--- src/rtl/uart_rx_os.sv ---
// Oversampling UART receiver: internal baud tick, 2-flop rx synchroniser, 3-sample mid-bit majority vote.
// Define UART_RX_PARITY_EN to expect and check a parity bit after the data bits.
module uart_rx_os #(
   parameter int CLK_FREQ   = 50000000,
   parameter int BAUD_RATE  = 115200,
   parameter int OVERSAMPLE = 16,
   parameter int DATA_BITS  = 8,
   parameter int STOP_BITS  = 1,
   parameter int PARITY_ODD = 0
) (
   input  logic                 clk,
   input  logic                 reset,
   input  logic                 rx_i,
   output logic [DATA_BITS-1:0] data_o,
   output logic                 data_valid_o,
   output logic                 frame_err_o,
   output logic                 parity_err_o,
   output logic                 busy_o
);

   localparam int DIV   = CLK_FREQ / (BAUD_RATE * OVERSAMPLE);
   localparam int DIV_W = $clog2(DIV + 1);
   localparam int OS_W  = $clog2(OVERSAMPLE);
   localparam int BIT_W = $clog2(DATA_BITS + 1);
   localparam int MID   = OVERSAMPLE / 2;

   typedef enum logic [2:0] {
      S_IDLE,
      S_START,
      S_DATA,
`ifdef UART_RX_PARITY_EN
      S_PARITY,
`endif
      S_STOP,
      S_BREAK
   } state_e;

   state_e               state_q, state_d;
   logic [1:0]           sync_q;
   logic [DIV_W-1:0]     div_q, div_d;
   logic [OS_W-1:0]      os_q, os_d;
   logic [BIT_W-1:0]     bit_q, bit_d;
   logic [1:0]           samp_q, samp_d;
   logic [DATA_BITS-1:0] shift_q, shift_d;
   logic                 ferr_q, ferr_d;
   logic [DATA_BITS-1:0] data_q, data_d;
   logic                 valid_q, valid_d;
   logic                 frame_q, frame_d;
`ifdef UART_RX_PARITY_EN
   logic                 perr_q, perr_d;
   logic                 par_q, par_d;
`endif

   logic rx_s;
   logic tick;
   logic decide;
   logic maj;

   assign rx_s   = sync_q[1];
   assign tick   = (state_q != S_IDLE) && (div_q == DIV_W'(DIV - 1));
   assign decide = tick && (os_q == OS_W'(MID + 1));
   // Samples from ticks MID-1 and MID are held; the MID+1 sample is the live synchronised line.
   assign maj    = (samp_q[0] & samp_q[1]) | (samp_q[0] & rx_s) | (samp_q[1] & rx_s);

   always_comb begin
      // NOTE: every next-state signal gets its hold value first so no path can infer a latch.
      state_d = state_q;
      div_d   = div_q;
      os_d    = os_q;
      bit_d   = bit_q;
      samp_d  = samp_q;
      shift_d = shift_q;
      ferr_d  = ferr_q;
      data_d  = data_q;
      valid_d = 1'b0;
      frame_d = 1'b0;
`ifdef UART_RX_PARITY_EN
      perr_d  = perr_q;
      par_d   = 1'b0;
`endif

      if (state_q != S_IDLE) begin
         if (tick) begin
            div_d = '0;
            os_d  = (os_q == OS_W'(OVERSAMPLE - 1)) ? '0 : os_q + 1'b1;
            if (os_q == OS_W'(MID - 1)) samp_d[0] = rx_s;
            if (os_q == OS_W'(MID))     samp_d[1] = rx_s;
         end else begin
            div_d = div_q + 1'b1;
         end
      end

      unique case (state_q)
         S_IDLE: begin
            if (!rx_s) begin
               state_d = S_START;
               div_d   = '0;
               os_d    = '0;
               ferr_d  = 1'b0;
`ifdef UART_RX_PARITY_EN
               perr_d  = 1'b0;
`endif
            end
         end
         S_START: begin
            if (decide) begin
               if (maj) begin
                  state_d = S_IDLE;
               end else begin
                  state_d = S_DATA;
                  bit_d   = '0;
               end
            end
         end
         S_DATA: begin
            if (decide) begin
               shift_d = {maj, shift_q[DATA_BITS-1:1]};
               if (bit_q == BIT_W'(DATA_BITS - 1)) begin
                  bit_d   = '0;
`ifdef UART_RX_PARITY_EN
                  state_d = S_PARITY;
`else
                  state_d = S_STOP;
`endif
               end else begin
                  bit_d = bit_q + 1'b1;
               end
            end
         end
`ifdef UART_RX_PARITY_EN
         S_PARITY: begin
            if (decide) begin
               perr_d  = (^shift_q) ^ maj ^ 1'(PARITY_ODD);
               state_d = S_STOP;
               bit_d   = '0;
            end
         end
`endif
         S_STOP: begin
            if (decide) begin
               if (!maj) ferr_d = 1'b1;
               if (bit_q == BIT_W'(STOP_BITS - 1)) begin
                  data_d  = shift_q;
                  valid_d = 1'b1;
                  frame_d = ferr_q | ~maj;
`ifdef UART_RX_PARITY_EN
                  par_d   = perr_q;
`endif
                  // Leaving mid-stop-bit lets a following start edge be caught with no idle gap.
                  state_d = maj ? S_IDLE : S_BREAK;
               end else begin
                  bit_d = bit_q + 1'b1;
               end
            end
         end
         S_BREAK: begin
            if (rx_s) state_d = S_IDLE;
         end
         default: state_d = S_IDLE;
      endcase
   end

   always_ff @(posedge clk) begin
      if (reset) begin
         state_q <= S_IDLE;
         sync_q  <= 2'b11;
         div_q   <= '0;
         os_q    <= '0;
         bit_q   <= '0;
         samp_q  <= '0;
         shift_q <= '0;
         ferr_q  <= 1'b0;
         data_q  <= '0;
         valid_q <= 1'b0;
         frame_q <= 1'b0;
`ifdef UART_RX_PARITY_EN
         perr_q  <= 1'b0;
         par_q   <= 1'b0;
`endif
      end else begin
         // NOTE: non-blocking so every register samples the previous cycle's values together.
         state_q <= state_d;
         sync_q  <= {sync_q[0], rx_i};
         div_q   <= div_d;
         os_q    <= os_d;
         bit_q   <= bit_d;
         samp_q  <= samp_d;
         shift_q <= shift_d;
         ferr_q  <= ferr_d;
         data_q  <= data_d;
         valid_q <= valid_d;
         frame_q <= frame_d;
`ifdef UART_RX_PARITY_EN
         perr_q  <= perr_d;
         par_q   <= par_d;
`endif
      end
   end

   assign data_o       = data_q;
   assign data_valid_o = valid_q;
   assign frame_err_o  = frame_q;
   assign busy_o       = (state_q != S_IDLE);
`ifdef UART_RX_PARITY_EN
   assign parity_err_o = par_q;
`else
   assign parity_err_o = 1'b0;
`endif

endmodule

--- config.mk ---
export PLATFORM = sky130hd
export DESIGN_NAME = uart_rx_os
export DESIGN_NICKNAME = d
export VERILOG_FILES = /design/src/rtl/uart_rx_os.sv
export SDC_FILE = /design/constraint.sdc
export NUM_CORES = 1
export LEC_CHECK = 0
export ABC_CLOCK_PERIOD_IN_PS = 2900
export CAP_MARGIN = 20
export CORE_ASPECT_RATIO = 1.1
export CORE_MARGIN = 2
export CORE_UTILIZATION = 61
export CTS_CLUSTER_SIZE = 10
export DETAILED_ROUTE_END_ITERATION = 6
export GPL_ROUTABILITY_DRIVEN = 0
export MAX_ROUTING_LAYER = met4
export PLACE_DENSITY = 0.93
export REMOVE_ABC_BUFFERS = 1
export SYNTH_ARGS = -nofsm -noshare
export SYNTH_HDL_FRONTEND = slang
export SYNTH_SLANG_ARGS = --single-unit
export TNS_END_PERCENT = 50
--- constraint.sdc ---
create_clock -name clk -period 2.9 [get_ports clk]
set_input_delay 0.58 -clock clk [delete_from_list [all_inputs] [get_ports clk]]
set_output_delay 0.58 -clock clk [all_outputs]
set_load 0.02 [all_outputs]
* Yosys cells after proc, flatten, opt, wreduce, memory -nomap -nowiden
Index checks and enable logic that the tools add are counted. Widths: inputs -> output; s select.
Word-level totals: bits in registers 39, latch bits 0, output and inout port bits 12, RAM bits 0, memories 0, input port bits 3, word-level logic and storage cells 92, memory bits (read-only) 0
Operators by class: add/sub/neg operators 3, reduce and logical (&&, ||, !) cells 16, multiply operators 0, order comparisons 0, divide/modulo/power cells 0, equal/unequal tests 20, mux-type cells 31, shifts and indexed selects 0, bitwise logic cells 10
Operator list (number):
- $mux 4 | 11
- $mux 3 | 8
- $mux 5 | 4
- $ne 2x2->1 const B | 10
- $pmux 3 s5 | 1
- $eq 4x4->1 const B | 3
- $pmux 4 s3 | 1
- $reduce_and 3->1 | 3
- $add 4x1->4 const B | 2
- $eq 4x3->1 const B | 2
- $reduce_and 7->1 | 1
- $eq 3x2->1 const B | 2
- $reduce_and 6->1 | 1
- $reduce_bool 3->1 | 2
- $add 5x1->5 const B | 1
- $eq 5x5->1 const B | 1
- $logic_not 4->1 | 1
- $mux 1 | 4
- $not 1->1 | 4
- $reduce_and 4->1 | 1
- $reduce_or 4->1 | 1
- $and 1x1->1 | 3
- $eq 3x1->1 const B | 1
- $eq 3x3->1 const B | 1
- 8 further kinds | 11

* Longest topological paths before layout
Gate-level depths: netlist of the first run.
depth in word-level cells 7, mapped depth 7, gate-level depth less buffers 6

* Least setup slack after synthesis of the first run
Ideal clock, no wire load.
kind flip-flop to flip-flop, start point reg div_q[0], end point reg bit_q[2], period minus slack after synthesis 1.880 ns, data arrival time 1.810 ns, required time 2.830 ns, library setup time 0.070 ns, buffers on the path 0, setup slack 1.020 ns, stages on the path, launching flop included 7, cell sequence dfxtp_1 > inv_1 > ha_1 > nand4b_4 > a2111o_1 > or4_1 > a21oi_1
Between the ends: cells in the longest elaborated chain, start to end 5, elaborated cells between the ends (all ways) 7, those cells by class 4 x eq/ne; 3 x reduce/logical
RTL lines:
- start, declared | RTL line 40 | logic [DIV_W-1:0] div_q, div_d;
- start signal, assigned | RTL line 184 | div_q <= div_d;
- $eq 5x5->1 * | RTL line 60 | assign tick = (state_q != S_IDLE) && (div_q == DIV_W'(DIV - 1));
- $logic_and 1x1->1 * | RTL line 60
- $logic_and 1x1->1 * | RTL line 61 | assign decide = tick && (os_q == OS_W'(MID + 1));
- $ne 2x2->1 (no line)
- $reduce_and 6->1 (no line) *
- end signal, assigned | RTL line 186 | bit_q <= bit_d;
- end, declared | RTL line 42 | logic [BIT_W-1:0] bit_q, bit_d;
Every way passes the cells marked *; elsewhere a longest branch is shown, timed or not. A chain may end at the register's enable or synchronous reset.

* Final worst setup path of the first run
start point reg state_q[1], end point out busy_o
Between the ends: cells in the longest elaborated chain, start to end 1
RTL lines:
- start, declared | RTL line 38 | state_e state_q, state_d;
- start signal, assigned | RTL line 182 | state_q <= state_d;
- $reduce_bool 3->1 | RTL line 203 | assign busy_o = (state_q != S_IDLE);
- end, declared | RTL line 18 | output logic busy_o
Every way passes these cells.

==> flow_summary.rst, run 1 <==
.. list-table::
   :header-rows: 1

   * - Metric
     - Value
   * - Run status
     - finished, final reports clean
   * - Global route overflow
     - 0
   * - Biggest area contributors in the synthesized netlist
     - dfxtp_1 (42%), mux2i_1 (10%), nor2_1 (5.9%), ha_1 (4.8%), a21oi_1 (2.7%)
   * - Path type of the worst min-delay path
     - register to register
   * - Measured slew at the worst slew-check pin
     - approximately 700 ps
   * - DRC violation total after the first TritonRoute iteration
     - 83
   * - H-tree lvl count
     - 2
   * - Worst endpoint data arrival time
     - between 1500 and 2000 ps
   * - Clock slew at the register clock pins of the worst setup and hold paths
     - ~130 ps
   * - Total die area
     - approximately 0.0035 mm2
   * - R2R Setup Slk
     - roughly 760 ps
   * - Number of distinct library cell variants in the gate-level netlist after synthesis
     - 50
   * - Kind of end point of the critical path
     - output pin
   * - Nets
     - 216
   * - Largest area contributor in the netlist
     - dfxtp_1
   * - Pin count of the biggest net entering global routing
     - 17
   * - Clock skew after layout
     - roughly 13 ps
   * - Slew Limit Fails
     - 0
   * - Maximum fanout along the worst path
     - 12
   * - Clock tree from TritonCTS
     - yes
   * - Worst Reg2Reg Path Length in Cells
     - 5
   * - Clock Sinks
     - 39
   * - Proportion of register bits with asynchronous set or reset after synthesis
     - 0
   * - Count of TritonRoute iterations in the first routing pass
     - 4
   * - TritonCTS Buffers
     - 5
   * - Routed via count divided by cell count
     - 6.092
   * - Mean post-synth cell area
     - 9.549 um2
   * - Total of endpoints with negative setup slack in the final report
     - 0
   * - I/O pin count
     - 15
   * - Critical Path Max Stage Delay
     - 570 ps
   * - Cell Pwr Density
     - 421.6 mW/mm2
   * - Area inside the core boundary
     - approximately 0.0028 mm2
   * - Wire length of the first global-routing pass
     - between 6 and 7 mm
   * - Critical path class
     - register to output pin
   * - Vias in the first global route
     - around 1400
   * - Unrepaired setup endpoints after global routing
     - no
   * - Post-CTS Hold Buffers
     - 0
   * - Number of warnings issued by yosys
     - 0
   * - Post-synthesis instance area
     - roughly 0.0018 mm2
   * - FMAX
     - approximately 400 MHz
   * - Antenna violations before repair
     - 0
   * - Worst ir drop on vdd
     - ~0.44 mV
   * - Critical path launch point type
     - register
   * - Final antenna diode count
     - 0
   * - Most used flip-flop cell after synthesis
     - dfxtp_1
   * - Required @ worst endpoint
     - approximately 2300 ps
   * - Number of instances resized during post-cts repair
     - 0
   * - Critical-path cell list
     - nor3_2 > inv_2 > clkdlybuf4s50_1
   * - Aggregate routed wire length
     - 3.799 mm
   * - Total design power
     - 0.8610 mW
   * - Reg-to-reg endpoint
     - bit_q[2]$_SDFFE_PP0P_
   * - Number of synthesized flops with an enable pin
     - 0
   * - Sequential-to-total area share from yosys stat
     - 0.4236
   * - Clock Tree Root
     - clkbuf_4
   * - Slowest stage cell, crit path
     - clkdlybuf4s50_1
   * - Final hold violations
     - 0
   * - Mean routed wirelength per cell
     - approximately 16 um
   * - Initial Util
     - 0.6518
   * - Chip width
     - ~56 um
   * - Count of maximum capacitance violations
     - 0
   * - Clock insertion delay at the later pin of the skew report
     - 370 ps
   * - Final setup TNS
     - 0 ps
   * - Number of routed nets with antenna violations
     - 0
   * - Share of the synthesized area in the top cell type
     - 0.4236
   * - Leak
     - roughly 0.76 nW
   * - Cell count after placement
     - between 200 and 250
   * - Number of buffers inserted by port buffering
     - 13
   * - Instance count of the mapped netlist
     - approximately 190
   * - Number of buffers added for setup after CTS
     - 0
   * - Critical Path Source
     - state_q[1]$_SDFFE_PP0P_
   * - Max Buffers Root-to-Sink
     - 2
   * - Combined global-route utilization of all metal layers
     - 0.2528
   * - Normalized max-slew margin
     - 0.5295
   * - Area grow syn2layout
     - 10.79%
   * - Critical Path Sink
     - busy_o
   * - Non-filler cells, final
     - 240
   * - Number of flip-flops and latches in the synthesized netlist
     - 39
   * - Hpwl dp
     - around 2.7 mm
   * - R2R Path Start
     - div_q[1]$_SDFF_PP0_
   * - Share of the clock period used by the worst path
     - 0.8837
   * - Fraction of final layout cells with drive strength greater than 1
     - 0.08696
   * - Die Span Y
     - 61.65 um
   * - Vias
     - between 1000 and 1500
   * - Final min period
     - 2563 ps
   * - Row cnt
     - 20
   * - Detailed-route DRC error count
     - 0
## where the power goes
part | switching [mW] | internal [mW]
logic | 0.0240 | 0.0127
registers | 0.00581 | 0.539
clock network | 0.186 | 0.0935
## registers in the layout, indices dropped and copies added (netlist names)
register,count
data_o,8
samp_q,2
os_q,4
state_q,3
sync_q,2
data_valid_o,1
frame_err_o,1
shift_q,8
ferr_q,1
div_q,5
bit_q,4
## cells in the final DEF, fill, tap and decap left out, types with 2 or more instances in the layout
cell type,instances
dfxtp_1,39
nor4bb_1,2
clkdlybuf4s50_1,13
and2_1,2
o21ai_0,3
xor2_1,3
or2_2,2
nor3_1,9
nor2b_1,2
nand3_1,2
a21oi_1,10
nand4_1,5
nor2_1,29
nor4_1,2
a31oi_1,3
ha_1,7
nand2b_1,2
mux2i_1,19
inv_1,10
nand4bb_1,3
buf_4,2
nand2_1,2
o31ai_1,2
clkbuf_4,5
## worst max-delay path: cells and delay by family (launching register included)
kind          cells  cell delay, ps
buf+inv           2             720
simple gates      1             460
flops             1             450
## cell type report
| cell class | count | area, um2 |
|---|---|---|
| Multi-Input combinational cell | 134 | 979.7 |
| Fill cell | 220 | 785.8 |
| Sequential cell | 39 | 780.7 |
| Timing Repair Buffer | 15 | 145.1 |
| Clock buffer | 6 | 41.29 |
| Inverter | 11 | 41.29 |
| Tap cell | 33 | 41.29 |
| Clock inverter | 2 | 12.51 |
## cell usage after synthesis (2+ instances only)
master,number
clkbuf_1,5
ha_1,7
a31oi_1,3
nand4bb_1,3
inv_1,10
o21ai_0,3
or2_2,2
o31ai_1,2
nand4_1,5
nand2b_1,2
nor2b_1,2
nand3_1,2
nor4_1,3
nor4bb_1,2
xor2_1,3
dfxtp_1,39
nand2_1,2
and2_1,2
nor3_1,9
nor2_1,29
buf_2,2
a21oi_1,10
mux2i_1,19
## worst min-delay path by stage
stage / start / end / slack, ps / cells after the start
detailed placement: sync_q[0]$_SDFF_PP1_ / sync_q[1]$_SDFF_PP1_ / 400 / 1
floorplan: sync_q[0]$_SDFF_PP1_ / sync_q[1]$_SDFF_PP1_ / 390 / 1
global placement: sync_q[0]$_SDFF_PP1_ / sync_q[1]$_SDFF_PP1_ / 390 / 1
finish: sync_q[0]$_SDFF_PP1_ / sync_q[1]$_SDFF_PP1_ / 430 / 1
CTS: sync_q[0]$_SDFF_PP1_ / sync_q[1]$_SDFF_PP1_ / 430 / 1
global route: sync_q[0]$_SDFF_PP1_ / sync_q[1]$_SDFF_PP1_ / 450 / 1
## cell families (layout without fill, tap and decap cells)
logic type | after synthesis | after routing | synth area share
simple gates | 74 | 74 | 0.2519
flops | 39 | 39 | 0.4236
compound gates | 28 | 28 | 0.09913
buf+inv | 20 | 34 | 0.04820
mux | 19 | 19 | 0.1032
fa+ha+maj | 8 | 8 | 0.05295
xor+xnor | 4 | 4 | 0.01901
other cells | 1 | 1 | 0.002035
## metrics by stage
stage / utilization / instance area [um2] / setup slack, ps / hold WS, ps
floorplan: - / 1795 / 379.4 / 389.5
global placement: 0.7031 / 1988 / 785.5 / 392.5
detailed placement: 0.7031 / 1988 / 753.3 / 402.6
CTS: 0.7221 / 2042 / 361.8 / 431.5
global route: 0.7221 / 2042 / 229.7 / 450.6
finish: 0.7221 / 2042 / 337.3 / 432.0
## per-layer routing
layer  up-vias  share of wire  global-route usage
met1       697           0.40              0.2569
met4         0          0.036              0.1224
li1        713              -                   -
met5         -              0                   -
met2        39           0.52              0.4605
met3        13          0.044             0.06723
Note: power is estimated with default switching activity, not from simulation.
==> run 2: changes to the inputs <==
--- a/config.mk
+++ b/config.mk
@@ -9,12 +9,13 @@
 export CAP_MARGIN = 20
 export CORE_ASPECT_RATIO = 1.1
 export CORE_MARGIN = 2
-export CORE_UTILIZATION = 61
+export CORE_UTILIZATION = 66
 export CTS_CLUSTER_SIZE = 10
 export DETAILED_ROUTE_END_ITERATION = 6
+export DONT_BUFFER_PORTS = 1
 export GPL_ROUTABILITY_DRIVEN = 0
 export MAX_ROUTING_LAYER = met4
-export PLACE_DENSITY = 0.93
+export PLACE_DENSITY = 0.92
 export REMOVE_ABC_BUFFERS = 1
 export SYNTH_ARGS = -nofsm -noshare
 export SYNTH_HDL_FRONTEND = slang
==> run 2 against run 1 <==
Cell count fell by 6.3%; largest cell class unchanged; maximum frequency up 23%; global-route usage down 0.49 points; via count decreased by 5.1%; sequential share of layout area is 2.8 points higher; worst hold slack worse by 140 ps; clock-buffer cell count fell by 1; sequential power about the same; worst setup slack better by 480 ps; largest power group unchanged.
==> flow_summary.rst, run 2 (same netlist as run 1, synthesis figures left out) <==
.. list-table::
   :header-rows: 1

   * - Metric
     - Value
   * - Run status
     - finished, final reports clean (unchanged)
   * - Power share of the clock group
     - 0.312 (was 0.325)
   * - Number of routed nets with antenna violations
     - 0 (unchanged)
   * - Worst ir drop on vdd
     - 0.4008 mV (was 0.4433 mV)
   * - Area grow syn2layout
     - 3.191% (was 10.79%)
   * - Filler cell count in the final layout
     - 202 (was 220)
   * - TritonCTS Buffers
     - 5 (unchanged)
   * - H-tree lvl count
     - 2 (unchanged)
   * - Final min period
     - 2083 ps (was 2563 ps)
   * - Die Span Y
     - 59.42 um (was 61.65 um)
   * - Footprint of the multi-input gates
     - 979.7 um2 (unchanged)
   * - Vias in the first global route
     - 1351 (was 1409)
   * - Cell count after placement
     - 218 (was 232)
   * - Path type of the worst min-delay path
     - primary input to register (was register to register)
   * - Worst hold slack after final layout
     - 290.6 ps (was 432.0 ps)
   * - Wire length of the first global-routing pass
     - 5.609 mm (was 6.396 mm)
   * - Met3 track demand over resource in global routing
     - 0.07828 (was 0.06723)
   * - Critical path class
     - register to output pin (unchanged)
   * - Global route overflow
     - 0 (unchanged)
   * - Post-CTS Hold Buffers
     - 0 (unchanged)
   * - I/O pin count
     - 15 (unchanged)
   * - Aggregate routed wire length
     - 3.475 mm (was 3.799 mm)
   * - Commonest non-fill, non-tap cell in the layout
     - dfxtp_1 (unchanged)
   * - Met2 track demand over resource in global routing
     - 0.4200 (was 0.4605)
   * - Total die area
     - 0.003232 mm2 (was 0.003478 mm2)
   * - Non-filler cells, final
     - 225 (was 240)
   * - Sequential cell area
     - 780.7 um2 (unchanged)
   * - Number of instances resized during post-cts repair
     - 0 (unchanged)
   * - Row cnt
     - 20 (unchanged)
   * - Sw frac
     - 0.2315 (was 0.2508)
   * - Slowest stage cell, crit path
     - nor3_2 (was clkdlybuf4s50_1)
   * - Commonest cells after routing, fill and taps aside
     - dfxtp_1 (39), nor2_1 (29), mux2i_1 (19) (unchanged)
   * - Critical Path Max Stage Delay
     - 490 ps (was 570 ps)
   * - Kind of end point of the critical path
     - output pin (unchanged)
   * - Vias
     - 1387 (was 1462)
   * - Chip width
     - 54.39 um (was 56.41 um)
   * - Share of the clock period used by the worst path
     - 0.7184 (was 0.8837)
   * - Clock Sinks
     - 39 (unchanged)
   * - Power share of the sequential group
     - 0.658 (was 0.633)
   * - Fraction of final layout cells with drive strength greater than 1
     - 0.08854 (was 0.08696)
   * - Combined global-route utilization of all metal layers
     - 0.2479 (was 0.2528)
   * - Reg-to-reg endpoint
     - bit_q[2]$_SDFFE_PP0P_ (unchanged)
   * - Final hold violations
     - 0 (unchanged)
   * - Detailed-route DRC error count
     - 0 (unchanged)
   * - R2R Setup Slk
     - 820 ps (was 760 ps)
   * - Routed via count divided by cell count
     - 6.164 (was 6.092)
   * - Leak
     - 0.7085 nW (was 0.7557 nW)
   * - Maximum fanout along the worst path
     - 12 (unchanged)
   * - Combinational Power Share
     - 0.030 (was 0.043)
   * - Antenna violations before repair
     - 0 (unchanged)
   * - Count of TritonRoute iterations in the first routing pass
     - 4 (unchanged)
   * - Pin count of the biggest net entering global routing
     - 31 (was 17)
   * - Total of endpoints with negative setup slack in the final report
     - 0 (unchanged)
   * - Critical path buffers and inverters
     - 1 (was 2)
   * - Worst endpoint data arrival time
     - 1500 ps (was 1980 ps)
   * - Worst Hold Depth
     - 1 (unchanged)
   * - Int Pwr
     - 0.6367 mW (was 0.6451 mW)
   * - Number of buffers added for setup after CTS
     - 0 (unchanged)
   * - Required @ worst endpoint
     - 2320 ps (about the same)
   * - Beginning of the worst hold path
     - reset (was sync_q[0]$_SDFF_PP1_)
   * - Total net switching power
     - 0.1918 mW (was 0.2159 mW)
   * - Final design utilization
     - 0.7037 (was 0.7221)
   * - Clock insertion delay at the later pin of the skew report
     - 340 ps (was 370 ps)
   * - Clock Tree Root
     - clkbuf_4 (unchanged)
   * - Critical-path cell list
     - nor3_2 > inv_2 (was nor3_2 > inv_2 > clkdlybuf4s50_1)
   * - Layout Cell Area excl Fill
     - 0.001902 mm2 (was 0.002042 mm2)
   * - Initial Util
     - 0.6819 (was 0.6518)
   * - Measured slew at the worst slew-check pin
     - 732.0 ps (was 700.5 ps)
   * - R2R Path Start
     - div_q[0]$_SDFF_PP0_ (was div_q[1]$_SDFF_PP0_)
   * - Nets
     - 202 (was 216)
   * - Count of maximum capacitance violations
     - 0 (unchanged)
   * - Post-detailed-placement cell area
     - 0.001851 mm2 (was 0.001988 mm2)
   * - Hpwl dp
     - 2.542 mm (was 2.731 mm)
   * - Critical path launch point type
     - register (unchanged)
   * - Max Buffers Root-to-Sink
     - 2 (unchanged)
   * - Normalized max-slew margin
     - 0.5083 (was 0.5295)
   * - End point of the most critical hold path
     - samp_q[1]$_SDFFE_PP0P_ (was sync_q[1]$_SDFF_PP1_)
   * - Area inside the core boundary
     - 0.002703 mm2 (was 0.002828 mm2)
   * - Met1 Resource Use GR
     - 0.2584 (was 0.2569)
   * - Number of buffers inserted by port buffering
     - 0 (was 13)
   * - Unrepaired setup endpoints after global routing
     - no (unchanged)
   * - Worst Reg2Reg Path Length in Cells
     - 6 (was 5)
   * - Mean routed wirelength per cell
     - 15.44 um (was 15.83 um)
   * - Clock slew at the register clock pins of the worst setup and hold paths
     - 110 ps (was 130 ps)
   * - Slew Limit Fails
     - 0 (unchanged)
   * - Setup slack of the critical path after layout
     - 816.5 ps (was 337.3 ps)
   * - Clock skew after layout
     - 10.95 ps (was 13.40 ps)
   * - DRC violation total after the first TritonRoute iteration
     - 65 (was 83)
   * - Pre-CTS WS
     - 853.7 ps (was 753.3 ps)
   * - Cell Pwr Density
     - 435.6 mW/mm2 (was 421.6 mW/mm2)
   * - Final antenna diode count
     - 0 (unchanged)
   * - Final setup TNS
     - 0 ps (unchanged)
   * - CP Depth
     - 2 (was 3)
   * - Total design power
     - 0.8285 mW (was 0.8610 mW)
   * - Clock tree from TritonCTS
     - yes (unchanged)
   * - FMAX
     - 480.0 MHz (was 390.2 MHz)
   * - Layer with the highest usage after global routing
     - met2 (unchanged)
   * - Critical path's top delay family
     - simple AND/OR/NAND/NOR gates (was buffers and inverters)
[run 2: area by class of cell]
class | count | area share
clock buffers | 5 | 0.01974
clock inverters | 2 | 0.007237
flip-flops and latches | 39 | 0.4105
well taps | 33 | 0.02171
multi-input cells | 134 | 0.5151
repair buffers | 1 | 0.003947
inverters | 11 | 0.02171
[run 2: power by group through the flow]
stage | registers (mW) | clock network [mW] | logic [mW]
floorplan | 0.555 | 0 | 0.0203
global placement | 0.556 | 0 | 0.0236
detailed placement | 0.557 | 0 | 0.0247
CTS | 0.545 | 0.266 | 0.0248
global route | 0.546 | 0.283 | 0.0276
finish | 0.545 | 0.259 | 0.0251
[run 2: worst max path at each step]
stage,from,to
floorplan,div_q[0]$_SDFF_PP0_,frame_err_o$_SDFF_PP0_
global placement,div_q[0]$_SDFF_PP0_,bit_q[2]$_SDFFE_PP0P_
detailed placement,div_q[0]$_SDFF_PP0_,bit_q[2]$_SDFFE_PP0P_
CTS,state_q[1]$_SDFFE_PP0P_,busy_o
global route,state_q[1]$_SDFFE_PP0P_,busy_o
finish,state_q[1]$_SDFFE_PP0P_,busy_o
[run 2: metal layers]
| layer | wire, um | vias up |
|---|---|---|
| met1 | 1421 | 647 |
| li1 | - | 683 |
| met4 | 68 | 0 |
| met2 | 1809 | 48 |
| met3 | 175 | 9 |
| met5 | 0 | - |
[run 2: worst reg2reg max path: cells and delay by family (launching register included)]
family	cells	cell delay, ps
AOI/OAI and AO/OA	2	640
adders and majority gates	1	200
buffers and inverters	1	70
DFF	1	370
and+or+nand+nor	2	730
